### src/rtl/ide_spi_master_if.sv
// Host command / sector-word handshake plus the SPI pins of ide_spi_master.
interface ide_spi_master_if;
    localparam int unsigned OP_W   = 2;
    localparam int unsigned STAT_W = 64;
    localparam int unsigned IDX_W  = 9;
    localparam int unsigned WORD_W = 16;

    logic              cmd_valid;
    logic [OP_W-1:0]   cmd_op;
    logic              cmd_ready;
    logic              busy;
    logic              done;
    logic [STAT_W-1:0] status_out;
    logic              wr_req;
    logic [IDX_W-1:0]  wr_index;
    logic [WORD_W-1:0] wr_data;
    logic [WORD_W-1:0] rd_data;
    logic              rd_valid;
    logic              spi_ss1;
    logic              spi_ss2;
    logic              spi_sclk;
    logic              spi_mosi;
    logic              spi_miso;

    modport master (
        input  cmd_valid, cmd_op, wr_data, spi_miso,
        output cmd_ready, busy, done, status_out, wr_req, wr_index,
               rd_data, rd_valid, spi_ss1, spi_ss2, spi_sclk, spi_mosi
    );

    modport slave (
        output cmd_valid, cmd_op, wr_data, spi_miso,
        input  cmd_ready, busy, done, status_out, wr_req, wr_index,
               rd_data, rd_valid, spi_ss1, spi_ss2, spi_sclk, spi_mosi
    );
endinterface

### src/rtl/ide_spi_master.sv
// SPI master for an IDE bridge: status read on ss1, opcode-prefixed sector and
// command-file transfers on ss2, mode-0 style timing with a CLK_DIV half-period.
module ide_spi_master #(
    parameter int unsigned CLK_DIV      = 2,
    parameter int unsigned SECTOR_WORDS = 256
) (
    input  logic             clk,
    input  logic             reset_n,
    ide_spi_master_if.master bus
);
    localparam int unsigned DIV_W    = 8;
    localparam int unsigned IDX_W    = 9;
    localparam int unsigned WORD_W   = 16;
    localparam int unsigned STAT_W   = 64;
    localparam int unsigned MAX_BITS = 8 + WORD_W * (SECTOR_WORDS + 4);
    localparam int unsigned BIT_W    = $clog2(MAX_BITS + 1);

    localparam logic [DIV_W-1:0] DIV_LAST   = DIV_W'(CLK_DIV - 1);
    localparam logic [1:0]       OP_STATUS  = 2'b00;
    localparam logic [1:0]       OP_SREAD   = 2'b01;
    localparam logic [1:0]       OP_SWRITE  = 2'b10;
    localparam logic [7:0]       OPC_SREAD  = 8'h00;
    localparam logic [7:0]       OPC_SWRITE = 8'h80;
    localparam logic [7:0]       OPC_CFILE  = 8'h40;

    typedef enum logic [1:0] {S_IDLE, S_SEL, S_SHIFT, S_DESEL} state_t;

    state_t              state, state_n;
    logic [1:0]          op, op_n;
    logic [DIV_W-1:0]    div_cnt, div_cnt_n;
    logic [BIT_W-1:0]    bit_cnt, bit_cnt_n, bit_last, bit_last_n;
    logic [IDX_W-1:0]    word_last, word_last_n, wr_index, wr_index_n;
    logic                desel_late, desel_late_n;
    logic [WORD_W-2:0]   tx, tx_n;
    logic [WORD_W-1:0]   word_buf, word_buf_n;
    logic                buf_load, buf_load_n;
    logic [STAT_W-2:0]   rx, rx_n;
    logic [STAT_W-1:0]   status, status_n;
    logic [WORD_W-1:0]   rd_data, rd_data_n;
    logic                rd_valid, rd_valid_n;
    logic                ss1, ss1_n, ss2, ss2_n, sclk, sclk_n, mosi, mosi_n;
    logic                cmd_ready, cmd_ready_n, busy, busy_n, done, done_n;
    logic                wr_req, wr_req_n;

    always_ff @(posedge clk or negedge reset_n) begin
        if (!reset_n) begin
            state      <= S_IDLE;
            op         <= OP_STATUS;
            div_cnt    <= '0;
            bit_cnt    <= '0;
            bit_last   <= '0;
            word_last  <= '0;
            wr_index   <= '0;
            desel_late <= 1'b0;
            tx         <= '0;
            word_buf   <= '0;
            buf_load   <= 1'b0;
            rx         <= '0;
            status     <= '0;
            rd_data    <= '0;
            rd_valid   <= 1'b0;
            ss1        <= 1'b1;
            ss2        <= 1'b1;
            sclk       <= 1'b0;
            mosi       <= 1'b0;
            cmd_ready  <= 1'b0;
            busy       <= 1'b0;
            done       <= 1'b0;
            wr_req     <= 1'b0;
        end else begin
            state      <= state_n;
            op         <= op_n;
            div_cnt    <= div_cnt_n;
            bit_cnt    <= bit_cnt_n;
            bit_last   <= bit_last_n;
            word_last  <= word_last_n;
            wr_index   <= wr_index_n;
            desel_late <= desel_late_n;
            tx         <= tx_n;
            word_buf   <= word_buf_n;
            buf_load   <= buf_load_n;
            rx         <= rx_n;
            status     <= status_n;
            rd_data    <= rd_data_n;
            rd_valid   <= rd_valid_n;
            ss1        <= ss1_n;
            ss2        <= ss2_n;
            sclk       <= sclk_n;
            mosi       <= mosi_n;
            cmd_ready  <= cmd_ready_n;
            busy       <= busy_n;
            done       <= done_n;
            wr_req     <= wr_req_n;
        end
    end

    always_comb begin
        state_n      = state;
        op_n         = op;
        div_cnt_n    = div_cnt;
        bit_cnt_n    = bit_cnt;
        bit_last_n   = bit_last;
        word_last_n  = word_last;
        wr_index_n   = wr_index;
        desel_late_n = desel_late;
        tx_n         = tx;
        word_buf_n   = word_buf;
        buf_load_n   = wr_req;
        rx_n         = rx;
        status_n     = status;
        rd_data_n    = rd_data;
        rd_valid_n   = 1'b0;
        ss1_n        = ss1;
        ss2_n        = ss2;
        sclk_n       = sclk;
        mosi_n       = mosi;
        busy_n       = busy;
        done_n       = 1'b0;
        wr_req_n     = 1'b0;

        // Requested word arrives one cycle after wr_req and waits here until its slot
        if (buf_load) word_buf_n = bus.wr_data;

        unique case (state)
            S_IDLE: begin
                if (bus.cmd_valid && cmd_ready) begin
                    state_n    = S_SEL;
                    op_n       = bus.cmd_op;
                    div_cnt_n  = '0;
                    bit_cnt_n  = '0;
                    busy_n     = 1'b1;
                    ss1_n      = (bus.cmd_op != OP_STATUS);
                    ss2_n      = (bus.cmd_op == OP_STATUS);
                    wr_index_n = '0;
                    wr_req_n   = bus.cmd_op[1];
                    case (bus.cmd_op)
                        OP_STATUS: begin
                            bit_last_n = BIT_W'(STAT_W - 1);
                            tx_n       = '0;
                            mosi_n     = 1'b0;
                        end
                        OP_SREAD: begin
                            bit_last_n = BIT_W'(8 + WORD_W * SECTOR_WORDS - 1);
                            tx_n       = {OPC_SREAD[6:0], 8'h00};
                            mosi_n     = OPC_SREAD[7];
                        end
                        OP_SWRITE: begin
                            bit_last_n  = BIT_W'(MAX_BITS - 1);
                            word_last_n = IDX_W'(SECTOR_WORDS + 3);
                            tx_n        = {OPC_SWRITE[6:0], 8'h00};
                            mosi_n      = OPC_SWRITE[7];
                        end
                        default: begin
                            bit_last_n  = BIT_W'(8 + 4 * WORD_W - 1);
                            word_last_n = IDX_W'(3);
                            tx_n        = {OPC_CFILE[6:0], 8'h00};
                            mosi_n      = OPC_CFILE[7];
                        end
                    endcase
                end
            end

            S_SEL: begin
                if (div_cnt == DIV_LAST) begin
                    state_n   = S_SHIFT;
                    div_cnt_n = '0;
                end else begin
                    div_cnt_n = div_cnt + DIV_W'(1);
                end
            end

            S_SHIFT: begin
                if (div_cnt != DIV_LAST) begin
                    div_cnt_n = div_cnt + DIV_W'(1);
                end else if (!sclk) begin
                    // Rising edge: sample miso in the same cycle sclk goes high
                    div_cnt_n = '0;
                    sclk_n    = 1'b1;
                    rx_n      = {rx[STAT_W-3:0], bus.spi_miso};
                    if (op == OP_STATUS && bit_cnt == BIT_W'(STAT_W - 1))
                        status_n = {rx, bus.spi_miso};
                    if (op == OP_SREAD && bit_cnt >= BIT_W'(8) && bit_cnt[3:0] == 4'd7) begin
                        rd_data_n  = {rx[WORD_W-2:0], bus.spi_miso};
                        rd_valid_n = 1'b1;
                    end
                end else begin
                    div_cnt_n = '0;
                    sclk_n    = 1'b0;
                    if (bit_cnt == bit_last) begin
                        state_n      = S_DESEL;
                        desel_late_n = 1'b0;
                        mosi_n       = 1'b0;
                    end else begin
                        bit_cnt_n = bit_cnt + BIT_W'(1);
                        // Bit 7 ends the opcode and every 16 bits after that end a word
                        if (op[1] && bit_cnt[3:0] == 4'd7) begin
                            tx_n   = word_buf[WORD_W-2:0];
                            mosi_n = word_buf[WORD_W-1];
                            if (wr_index != word_last) begin
                                wr_req_n   = 1'b1;
                                wr_index_n = wr_index + IDX_W'(1);
                            end
                        end else begin
                            tx_n   = {tx[WORD_W-3:0], 1'b0};
                            mosi_n = tx[WORD_W-2];
                        end
                    end
                end
            end

            S_DESEL: begin
                if (div_cnt != DIV_LAST) begin
                    div_cnt_n = div_cnt + DIV_W'(1);
                end else if (!desel_late) begin
                    div_cnt_n    = '0;
                    desel_late_n = 1'b1;
                    ss1_n        = 1'b1;
                    ss2_n        = 1'b1;
                end else begin
                    div_cnt_n = '0;
                    state_n   = S_IDLE;
                    done_n    = 1'b1;
                    busy_n    = 1'b0;
                end
            end
        endcase
    end

    // Held low during the done cycle so done never coincides with an accept
    assign cmd_ready_n = (state_n == S_IDLE) && !done_n;

    assign bus.cmd_ready  = cmd_ready;
    assign bus.busy       = busy;
    assign bus.done       = done;
    assign bus.status_out = status;
    assign bus.wr_req     = wr_req;
    assign bus.wr_index   = wr_index;
    assign bus.rd_data    = rd_data;
    assign bus.rd_valid   = rd_valid;
    assign bus.spi_ss1    = ss1;
    assign bus.spi_ss2    = ss2;
    assign bus.spi_sclk   = sclk;
    assign bus.spi_mosi   = mosi;
endmodule
### src/flat_wrapper.sv
// flat-port wrapper written by rule: the top's interface ports become plain ports
module ide_spi_master_flat 
#(
    parameter int unsigned CLK_DIV      = 2,
    parameter int unsigned SECTOR_WORDS = 256
)
  (clk, reset_n, bus_cmd_valid, bus_cmd_op, bus_wr_data, bus_spi_miso, bus_cmd_ready, bus_busy, bus_done, bus_status_out, bus_wr_req, bus_wr_index, bus_rd_data, bus_rd_valid, bus_spi_ss1, bus_spi_ss2, bus_spi_sclk, bus_spi_mosi);
  ide_spi_master_if bus_i ();
  input  logic clk;
  input  logic reset_n;
  input wire logic [$bits(bus_i.cmd_valid)-1:0] bus_cmd_valid;
  input wire logic [$bits(bus_i.cmd_op)-1:0] bus_cmd_op;
  input wire logic [$bits(bus_i.wr_data)-1:0] bus_wr_data;
  input wire logic [$bits(bus_i.spi_miso)-1:0] bus_spi_miso;
  output wire logic [$bits(bus_i.cmd_ready)-1:0] bus_cmd_ready;
  output wire logic [$bits(bus_i.busy)-1:0] bus_busy;
  output wire logic [$bits(bus_i.done)-1:0] bus_done;
  output wire logic [$bits(bus_i.status_out)-1:0] bus_status_out;
  output wire logic [$bits(bus_i.wr_req)-1:0] bus_wr_req;
  output wire logic [$bits(bus_i.wr_index)-1:0] bus_wr_index;
  output wire logic [$bits(bus_i.rd_data)-1:0] bus_rd_data;
  output wire logic [$bits(bus_i.rd_valid)-1:0] bus_rd_valid;
  output wire logic [$bits(bus_i.spi_ss1)-1:0] bus_spi_ss1;
  output wire logic [$bits(bus_i.spi_ss2)-1:0] bus_spi_ss2;
  output wire logic [$bits(bus_i.spi_sclk)-1:0] bus_spi_sclk;
  output wire logic [$bits(bus_i.spi_mosi)-1:0] bus_spi_mosi;
  assign bus_i.cmd_valid = bus_cmd_valid;
  assign bus_i.cmd_op = bus_cmd_op;
  assign bus_i.wr_data = bus_wr_data;
  assign bus_i.spi_miso = bus_spi_miso;
  assign bus_cmd_ready = bus_i.cmd_ready;
  assign bus_busy = bus_i.busy;
  assign bus_done = bus_i.done;
  assign bus_status_out = bus_i.status_out;
  assign bus_wr_req = bus_i.wr_req;
  assign bus_wr_index = bus_i.wr_index;
  assign bus_rd_data = bus_i.rd_data;
  assign bus_rd_valid = bus_i.rd_valid;
  assign bus_spi_ss1 = bus_i.spi_ss1;
  assign bus_spi_ss2 = bus_i.spi_ss2;
  assign bus_spi_sclk = bus_i.spi_sclk;
  assign bus_spi_mosi = bus_i.spi_mosi;
  ide_spi_master #(.CLK_DIV(CLK_DIV), .SECTOR_WORDS(SECTOR_WORDS)) u_core (.clk(clk), .reset_n(reset_n), .bus(bus_i));
endmodule
### config.mk
export PLATFORM = sky130hd
export DESIGN_NAME = ide_spi_master_flat
export DESIGN_NICKNAME = d
export VERILOG_FILES = /design/src/rtl/ide_spi_master_if.sv /design/src/rtl/ide_spi_master.sv /design/src/flat_wrapper.sv
export SDC_FILE = /design/constraint.sdc
export NUM_CORES = 1
export LEC_CHECK = 0
export CAP_MARGIN = 10
export CELL_PAD_IN_SITES_DETAIL_PLACEMENT = 1
export CELL_PAD_IN_SITES_GLOBAL_PLACEMENT = 1
export CORE_ASPECT_RATIO = 1.1
export CORE_MARGIN = 1
export CORE_UTILIZATION = 30
export CTS_CLUSTER_DIAMETER = 80
export CTS_CLUSTER_SIZE = 30
export DETAILED_ROUTE_END_ITERATION = 10
export PLACE_DENSITY = 0.67
export SLEW_MARGIN = 20
export SYNTH_ARGS = -nofsm -noshare
export SYNTH_HDL_FRONTEND = slang
export SYNTH_SLANG_ARGS = --single-unit
### constraint.sdc
create_clock -name clk -period 3.87 [get_ports clk]
set_input_delay 0.774 -clock clk [delete_from_list [all_inputs] [get_ports clk]]
set_output_delay 0.774 -clock clk [all_outputs]
set_load 0.02 [all_outputs]
# Word-level counts from Yosys, hierarchy flattened
# Cells that the tools add are included.
# Widths: inputs -> output; s select.
[classes]
bitwise = 3
n_reduce_logical = 30
magnitude_cmp = 1
n_eq_ne = 22
n_mux = 70
addsub = 3
[op_table]
columns = ["op", "n"]
rows = [
  ["$mux 15", 6],
  ["$mux 9", 6],
  ["$mux 13", 4],
  ["$pmux 13 s3", 1],
  ["$pmux 9 s2", 2],
  ["$mux 1", 31],
  ["$pmux 15 s2", 1],
  ["$pmux 13 s2", 1],
  ["$mux 8", 3],
  ["$pmux 8 s3", 1],
  ["$reduce_and 4->1", 5],
  ["$mux 2", 7],
  ["$add 13x1->13 const B", 1],
  ["$eq 13x13->1", 1],
  ["$eq 13x6->1 const B", 1],
  ["$ge 13x4->1 const B", 1],
  ["$ne 2x1->1 const B", 6],
  ["$pmux 1 s2", 6],
  ["$reduce_and 5->1", 2],
  ["$add 9x1->9 const B", 1],
  ["$ne 9x9->1", 1],
  ["$add 8x1->8 const B", 1],
  ["$eq 8x1->1 const B", 1],
  ["$logic_not 2->1", 4],
  ["15 further kinds", 35],
]
[totals]
ff_bits = 241
input_bits = 22
word_cells = 152

# Longest topological paths before layout
# Gate-level depths: netlist of run 1.
[logic_depth]
word_depth = 7
mapped_depth = 9
depth_no_buf = 7

# Worst setup path before layout of run 1
# OpenSTA, ideal clock, no wires.
[synth_path]
path_kind = "reg2reg"
startpoint = "reg u_core.div_cnt[1]"
endpoint = "reg u_core.status[23], in the netlist u_core.bus.status_out[23]"
setup_ns = 0.125
synth_period_minus_slack_ns = 2.893
t_arrival_ns = 2.768
path_buffers = 1
path_stages_with_launch = 9
path_slack_ns = 0.977
cell_sequence = "dfrtp_1 inv_1 ha_1 or4b_1 nor4_4 inv_2 nor3_2 buf_2 mux2_2"
[synth_via]
elab_chain_cells = 3
[synth_lines]
columns = ["element", "line_no", "text"]
rows = [
  ["start: declaration", "ide_spi_master.sv:30", "logic [DIV_W-1:0] div_cnt, div_cnt_n;"],
  ["start signal: assignment", "ide_spi_master.sv:73", "div_cnt <= div_cnt_n;"],
  ["$ne 8x1->1", "ide_spi_master.sv:173", "if (div_cnt != DIV_LAST) begin"],
  ["$not 1->1 (no source line)", "--", ""],
  ["$reduce_and 4->1 (no source line)", "--", ""],
  ["end signal: assignment", "ide_spi_master.sv:83", "status <= status_n;"],
  ["end: declaration", "ide_spi_master.sv:38", "logic [STAT_W-1:0] status, status_n;"],
]
# Every way passes these cells.
# A chain may end at the register's enable or synchronous reset.

# Final worst setup path of run 1
[layout_path]
startpoint = "reg u_core.div_cnt[1]"
endpoint = "reg u_core.wr_index[4], in the netlist u_core.bus.wr_index[4]"
[layout_via]
elab_chain_cells = 3
[layout_lines]
columns = ["element", "line_no", "text"]
rows = [
  ["$ne 8x1->1", "ide_spi_master.sv:173", ""],
  ["$ne 2x2->1 (no source line)", "--", ""],
  ["$reduce_and 7->1 (no source line)", "--", ""],
  ["end signal: assignment", "ide_spi_master.sv:77", "wr_index <= wr_index_n;"],
  ["end: declaration", "ide_spi_master.sv:32", "logic [IDX_W-1:0] word_last, word_last_n, wr_index, wr_index_n;"],
]
# Every way passes these cells.

==> metrics.md, run 1 <==
| Metric | Value |
|---|---|
| Status | `completed` |
| Setup violations, final | `0` |
| Area of the core | `30500 um^2` |
| DR pass1 iterations | `6` |
| # IOs | `120` |
| Full die area | `31900 um^2` |
| Area Growth Syn to Fin | `24.0%` |
| CTS Sinks | `225` |
| Initial Utilization | `30.6%` |
| Library cells used by synthesis | `53` |
| Cell-internal power | `3.80 mW` |
| DP HPWL | `14100 um` |
| Highest ir drop seen on vdd | `0.000229 V` |
| Syn avg cell area | `13.4 um^2` |
| Post-CTS Hold Fix Bufs | `0` |
| CP Capture Type | `flop` |
| CTS tree | `done` |
| Remaining Overflow, GRT | `0` |
| Post-CTS Setup Bufs | `0` |
| Detailed-route via count | `5906` |
| Total power | `5.60 mW` |
| Worst slew margin | `34.8%` |
| Leakage | `5.33 nW` |
| Number of buffers created by CTS | `14` |
| Clock Skews | `18.6 ps` |
| RSZ-0062 raised after global routing | `no` |
| Flop pwr share | `50.9%` |
| Routed Antenna Nets | `0` |
| YS warnings | `0` |
| Final hold violations | `0` |
| First-pass GRT wire length | `36300 um` |
| IO Port Bufs | `119` |
| Slew Limit Fails | `0` |
| Syn Nets | `729` |
| Clk Latency, worst-skew pair | `500 ps` |
| Bufs on Longest Clock Path | `3` |
| Filler cells | `3268` |
| Routed WL | `21500 um` |
| Worst-margin pin slew | `978 ps` |
| Final min period | `2900 ps` |
| Cell row count | `67` |
| Main synth FF type | `dfrtp_1` |
| Synth Instances | `698` |
| Synth top area share | `59.7%` |
| Number of enable flip-flop cells after synthesis | `0` |
| Die width | `170 um` |
| Tcrit/Tclk final | `75.0%` |
| Root buf cell | `clkbuf_16` |
| Pwr Density | `484 nW/um^2` |
| Vias per cell | `4.78` |
| Initial antenna violation count | `0` |
| Worst Setup Start Kind | `flop` |
| GPL Wtd Cong | `0.776` |
| Die H | `187 um` |
| Fin nets | `845` |
| Ant diodes | `0` |
| Multi-input logic area | `3550 um^2` |
| Fraction of registers with async set/reset | `100%` |
| Clk network pwr share | `30.5%` |
| Initial DRC Count | `237` |
| CTS H-tree depth | `1` |
| DR WL/cell | `17.4 um` |
| Sw Ratio | `32.1%` |
| Worst path arrival time | `3310 ps` |
| Crit path max fanout | `59` |
| Max-cap viol count | `0` |
| Remaining DRCs | `0` |
| Fraction of layout cells with a size suffix above 1 | `24.8%` |
| Top cells by count, synth | `dfrtp_1, mux2_2, nand2_1` |
| Setup TNS Final | `0 ps` |
| Net switching power | `1.80 mW` |
| Post-CTS Resized | `0` |
| Yosys top cell by area | `dfrtp_1` |
| Largest net degree at the start of global routing | `108` |
| Critical Path RT | `4280 ps` |
| WS Path Type | `reg2reg` |
| Global-route usage over all layers | `14.1%` |
| Hold Crit Class | `in2async` |
| Max Freq | `345 MHz` |
| CTS clk-pin slew, worst paths | `100 ps` |
| Synth Register Bits | `225` |
| Mapped Area | `9340 um^2` |
| FF+latch area | `5630 um^2` |
| Count leader, synth | `dfrtp_1` |
| Top cells by area, synth | `dfrtp_1, mux2_2, nand2_1` |
| Combinational fraction of design power | `18.7%` |
| Vias in the first global route | `6495` |
| Register area share after synthesis | `60.3%` |
## through the flow
stage	instances	instance area, um^2	hold WS (ps)	util (%)	worst slack [ps]
floorplan	698	9340	448	-	977
global placement	1212	11100	387	36.3	643
detailed placement	1212	11100	374	36.3	531
CTS	1236	11600	343	37.9	780
global route	1236	11600	367	38.0	599
finish	1236	11600	293	38.0	969
## placed cells by master, fill, tap and decap left out, drive strengths merged, types with 7 or more instances in the layout
cell           synthesis  routed
inv                    9      13
nand2                 50      50
dfrtp                223     223
mux2                 161     161
clkdlybuf4s50          0     118
o21ai                 25      25
nand4                  7       7
or3                    7       7
mux2i                 17      17
buf                    9      17
a21oi                 14      14
clkbuf                26      15
and3                   8       8
or4                    8       8
ha                     9       9
nor2                  24      24
o31ai                 25      25
nand3                 13      13
## power by group through the flow
stage | clock, mW | sequential (mW) | combinational (mW)
after detailed placement | 0 | 2.90 | 1.06
after global placement | 0 | 2.89 | 1.02
final | 1.71 | 2.85 | 1.05
after CTS | 1.80 | 2.85 | 1.07
after global routing | 1.86 | 2.90 | 1.17
after floorplan | 0 | 2.82 | 0.684
## registers in the layout (all words and copies together), names as in the netlist, 4 cells and up
signal                 count
u_core.bit_cnt            13
u_core.bit_last            4
u_core.bus.rd_data        16
u_core.bus.status_out     64
u_core.bus.wr_index        9
u_core.div_cnt             8
u_core.rx                 63
u_core.tx                 15
u_core.word_buf           16
## area by class of cell
cell class / instances / share of cell area [%]
timing repair buffer: 135 / 11.6
multi-input combinational: 429 / 30.6
inverter: 9 / 0.292
clock inverter: 9 / 1.17
clock buffer: 15 / 3.24
sequential: 225 / 48.6
tap: 414 / 4.47
## worst paths after layout
check	start	to	slack, ps	cells past startpoint
max in group asynchronous	reset_n	u_core.bus.spi_ss1	2620	2
min in group clk	u_core.bus.wr_req	u_core.buf_load	400	0
min reg2reg	u_core.bus.wr_req	u_core.buf_load	400	0
max reg2reg	u_core.div_cnt[1]	u_core.bus.wr_index[4]	970	7
max	u_core.div_cnt[1]	u_core.bus.wr_index[4]	970	7
min	reset_n	u_core.bus.status_out[28]	290	1
## worst max-delay path: stages, from the launching register on
cell	delay (ps)
dfrtp_1	440
inv_1	70
ha_1	140
nor4b_1	500
a41oi_1	430
a31o_4	510
or4_1	570
a21oi_1	150
## layer usage
| layer | vias up | track usage (%) | part of all wire (%) |
|---|---|---|---|
| li1 | 2738 | - | - |
| met1 | 3040 | 17.8 | 43 |
| met2 | 104 | 23.1 | 47 |
| met3 | 24 | 4.89 | 8.1 |
| met4 | 0 | 2.95 | 1.5 |
| met5 | - | 0 | 0 |
## kinds of logic (layout without fill, tap and decap cells)
| group | count (synthesis) | in the layout | share of synthesized area [%] |
|---|---|---|---|
| buffers and inverters | 44 | 168 | 2.02 |
| AO/OA/AOI/OAI | 87 | 87 | 6.37 |
| AND/OR/NAND/NOR | 148 | 148 | 8.22 |
| XOR/XNOR | 7 | 7 | 0.656 |
| flip-flops | 225 | 225 | 60.3 |
| multiplexers | 178 | 178 | 21.2 |
| adder cells (fa/ha/maj) | 9 | 9 | 1.21 |
No activity file was read; power rests on OpenSTA's default activity.
==> run 2: changes to the inputs <==
- PLACE_DENSITY: 0.67 -> 0.69
- clock period: 3.87 -> 2.4 ns (I/O delays scaled with it)
==> run 2 against run 1 <==
  * The run now ends with negative setup slack left
  * Sequential share of layout area is 2.9 points lower
  * Count of clock-buffer cells in the layout stayed put
  * Register-to-register slack worse by 1000 ps
  * Setup slack worse by 1000 ps
  * Combinational power is 97% higher
  * Total power is 61% higher
  * Largest power group unchanged
  * Highest routed layer unchanged
==> metrics.md, run 2 (synthesized netlist as in run 1, its figures left out) <==
| Metric | Value |
|---|---|
| Status | `finished with violations` |
| Failing checks | `negative setup slack` |
| Worst path arrival time | `2800 ps` |
| Final hold violations | `0` |
| Reg2reg end | `u_core.bus.rd_data[15]` |
| Initial DRC Count | `227` |
| Initial antenna violation count | `0` |
| Leakage | `5.65 nW` |
| DR WL/cell | `17.1 um` |
| IO Port Bufs | `119` |
| CP Capture Type | `flop` |
| Highest-delay cell along the critical path | `or4b_4` |
| Most frequent cells in the layout | `dfrtp_1, clkdlybuf4s50_1, mux2_2, mux2_4, buf_4` |
| # IOs | `120` |
| Routed WL | `22000 um` |
| Area Growth Syn to Fin | `32.0%` |
| RSZ-0062 raised after global routing | `yes` |
| Global-route usage over all layers | `13.6%` |
| Fin nets | `898` |
| Final min period | `2430 ps` |
| Highest ir drop seen on vdd | `0.000464 V` |
| Max-cap viol count | `0` |
| Worst path bufs/invs | `4` |
| WS Path Type | `reg2reg` |
| Worst R2R Setup Slack | `-30 ps` |
| Die H | `187 um` |
| CTS clk-pin slew, worst paths | `100 ps` |
| Clock Skews | `13.3 ps` |
| Full die area | `31900 um^2` |
| Vias per cell | `4.79` |
| CP Depth | `9` |
| Remaining Overflow, GRT | `0` |
| Die width | `170 um` |
| Flop pwr share | `50.2%` |
| Final Cell Area | `12300 um^2` |
| Routed Antenna Nets | `0` |
| Clk Latency, worst-skew pair | `480 ps` |
| Placed instance area | `11700 um^2` |
| Initial Utilization | `30.6%` |
| Tcrit/Tclk final | `101%` |
| FF-to-FF Start | `u_core.div_cnt[1]` |
| Post-route worst setup slack | `-31.7 ps` |
| CP peak stage delay | `480 ps` |
| Root buf cell | `clkbuf_16` |
| Detailed-route via count | `6165` |
| Combinational fraction of design power | `23.0%` |
| Slew Limit Fails | `0` |
| Clk network pwr share | `26.8%` |
| Pwr Density | `731 nW/um^2` |
| Largest net degree at the start of global routing | `58` |
| Net switching power | `2.82 mW` |
| Max Freq | `411 MHz` |
| Setup violations, final | `9` |
| Cell row count | `67` |
| Worst path cell trace | `inv_1 > ha_1 > or4b_4 > nor4_4 > inv_2 > a2111oi_4 > buf_6 > clkbuf_16 > mux2_2` |
| CTS Sinks | `225` |
| Hold Crit Class | `reg2reg` |
| Vias in the first global route | `6552` |
| Most common cell after layout, fill and taps aside | `dfrtp_1` |
| Remaining DRCs | `0` |
| Sw Ratio | `31.3%` |
| Setup TNS Final | `-129 ps` |
| CTS tree | `done` |
| CTS H-tree depth | `1` |
| Critical Path RT | `2770 ps` |
| Area of the core | `30500 um^2` |
| Worst-margin pin slew | `706 ps` |
| First-pass GRT wire length | `35300 um` |
| Fraction of layout cells with a size suffix above 1 | `30.0%` |
| DP HPWL | `14800 um` |
| DR pass1 iterations | `4` |
| Cell-internal power | `6.20 mW` |
| Placed insts | `1252` |
| Ant diodes | `0` |
| Crit path max fanout | `8` |
| Worst setup endpoint | `u_core.bus.rd_data[15]` |
| Largest register FFs | `64` |
| Finished Layout Cells | `1286` |
| Number of buffers created by CTS | `13` |
| Worst slew margin | `52.9%` |
| Bufs on Longest Clock Path | `3` |
| GPL Wtd Cong | `0.759` |
| Worst Setup Start Kind | `flop` |
| Crit path launch | `u_core.div_cnt[1]` |
| Top delay family on crit path | `simple AND/OR/NAND/NOR gates` |
| Reg2reg path depth | `9` |
[run 2: area by class of cell]
| cell class | instances | area [um^2] |
|---|---|---|
| sequential | 225 | 5630 |
| fill | 3202 | 18200 |
| inverter | 9 | 33.8 |
| clock buffer | 15 | 333 |
| clock inverter | 5 | 72.6 |
| tap | 414 | 518 |
| multi-input combinational | 431 | 3840 |
| timing repair buffer | 187 | 1890 |
[run 2: power by group through the flow]
stage | Combinational (mW) | Sequential, mW | Clock [mW]
5_1_grt | 2.29 | 4.60 | 2.65
6_report | 2.07 | 4.53 | 2.41
2_1_floorplan | 1.13 | 4.55 | 0
3_5_place_dp | 1.99 | 4.60 | 0
3_3_place_gp | 1.93 | 4.60 | 0
4_1_cts | 2.01 | 4.53 | 2.55
[run 2: worst register-to-register path, delay by kind of cell (launching register included)]
kind	cells	cell delay, ps
AOI/OAI and AO/OA	1	220
adders and majority gates	1	140
buffers and inverters	4	550
DFF	1	390
muxes	1	330
and+or+nand+nor	2	700
[run 2: timing repair]
item / in CTS / in global routing
hold buffers: 1 / 0
endpoints found under the hold margin: 48 / 0
gates resized for setup: 4 / 7
cloned: 0 / 5
endpoints found under the setup margin: 67 / 92
buffers inserted: 1 / 7
[run 2: metrics by stage]
stage / util [%] / worst slack [ps] / hold slack, ps / power, mW
CTS: 39.8 / -20.3 / 453 / 9.09
finish: 40.4 / -31.7 / 435 / 9.02
detailed placement: 38.3 / -195 / 428 / 6.59
global route: 40.4 / -126 / 450 / 9.53
global placement: 38.3 / -116 / 429 / 6.53
floorplan: - / -224 / 184 / 5.67
[run 2: worst min-delay path by stage]
stage                                  from                end  slack, ps  depth (start not counted)
final                     u_core.bus.wr_req    u_core.buf_load        430                          0
after global placement              reset_n  u_core.div_cnt[2]        430                          1
after CTS                 u_core.bus.wr_req    u_core.buf_load        450                          0
after global routing      u_core.bus.wr_req    u_core.buf_load        450                          0
after detailed placement            reset_n  u_core.div_cnt[2]        430                          1
after floorplan                     reset_n  u_core.bit_cnt[0]        180                          0
[run 2: metal layers]
| layer | up-vias | global-route usage (%) | part of all wire (%) |
|---|---|---|---|
| met5 | - | 0 | 0 |
| met4 | 0 | 3.67 | 2.0 |
| met3 | 30 | 1.78 | 3.4 |
| met2 | 104 | 24.1 | 51 |
| met1 | 3175 | 17.4 | 44 |
| li1 | 2856 | - | - |
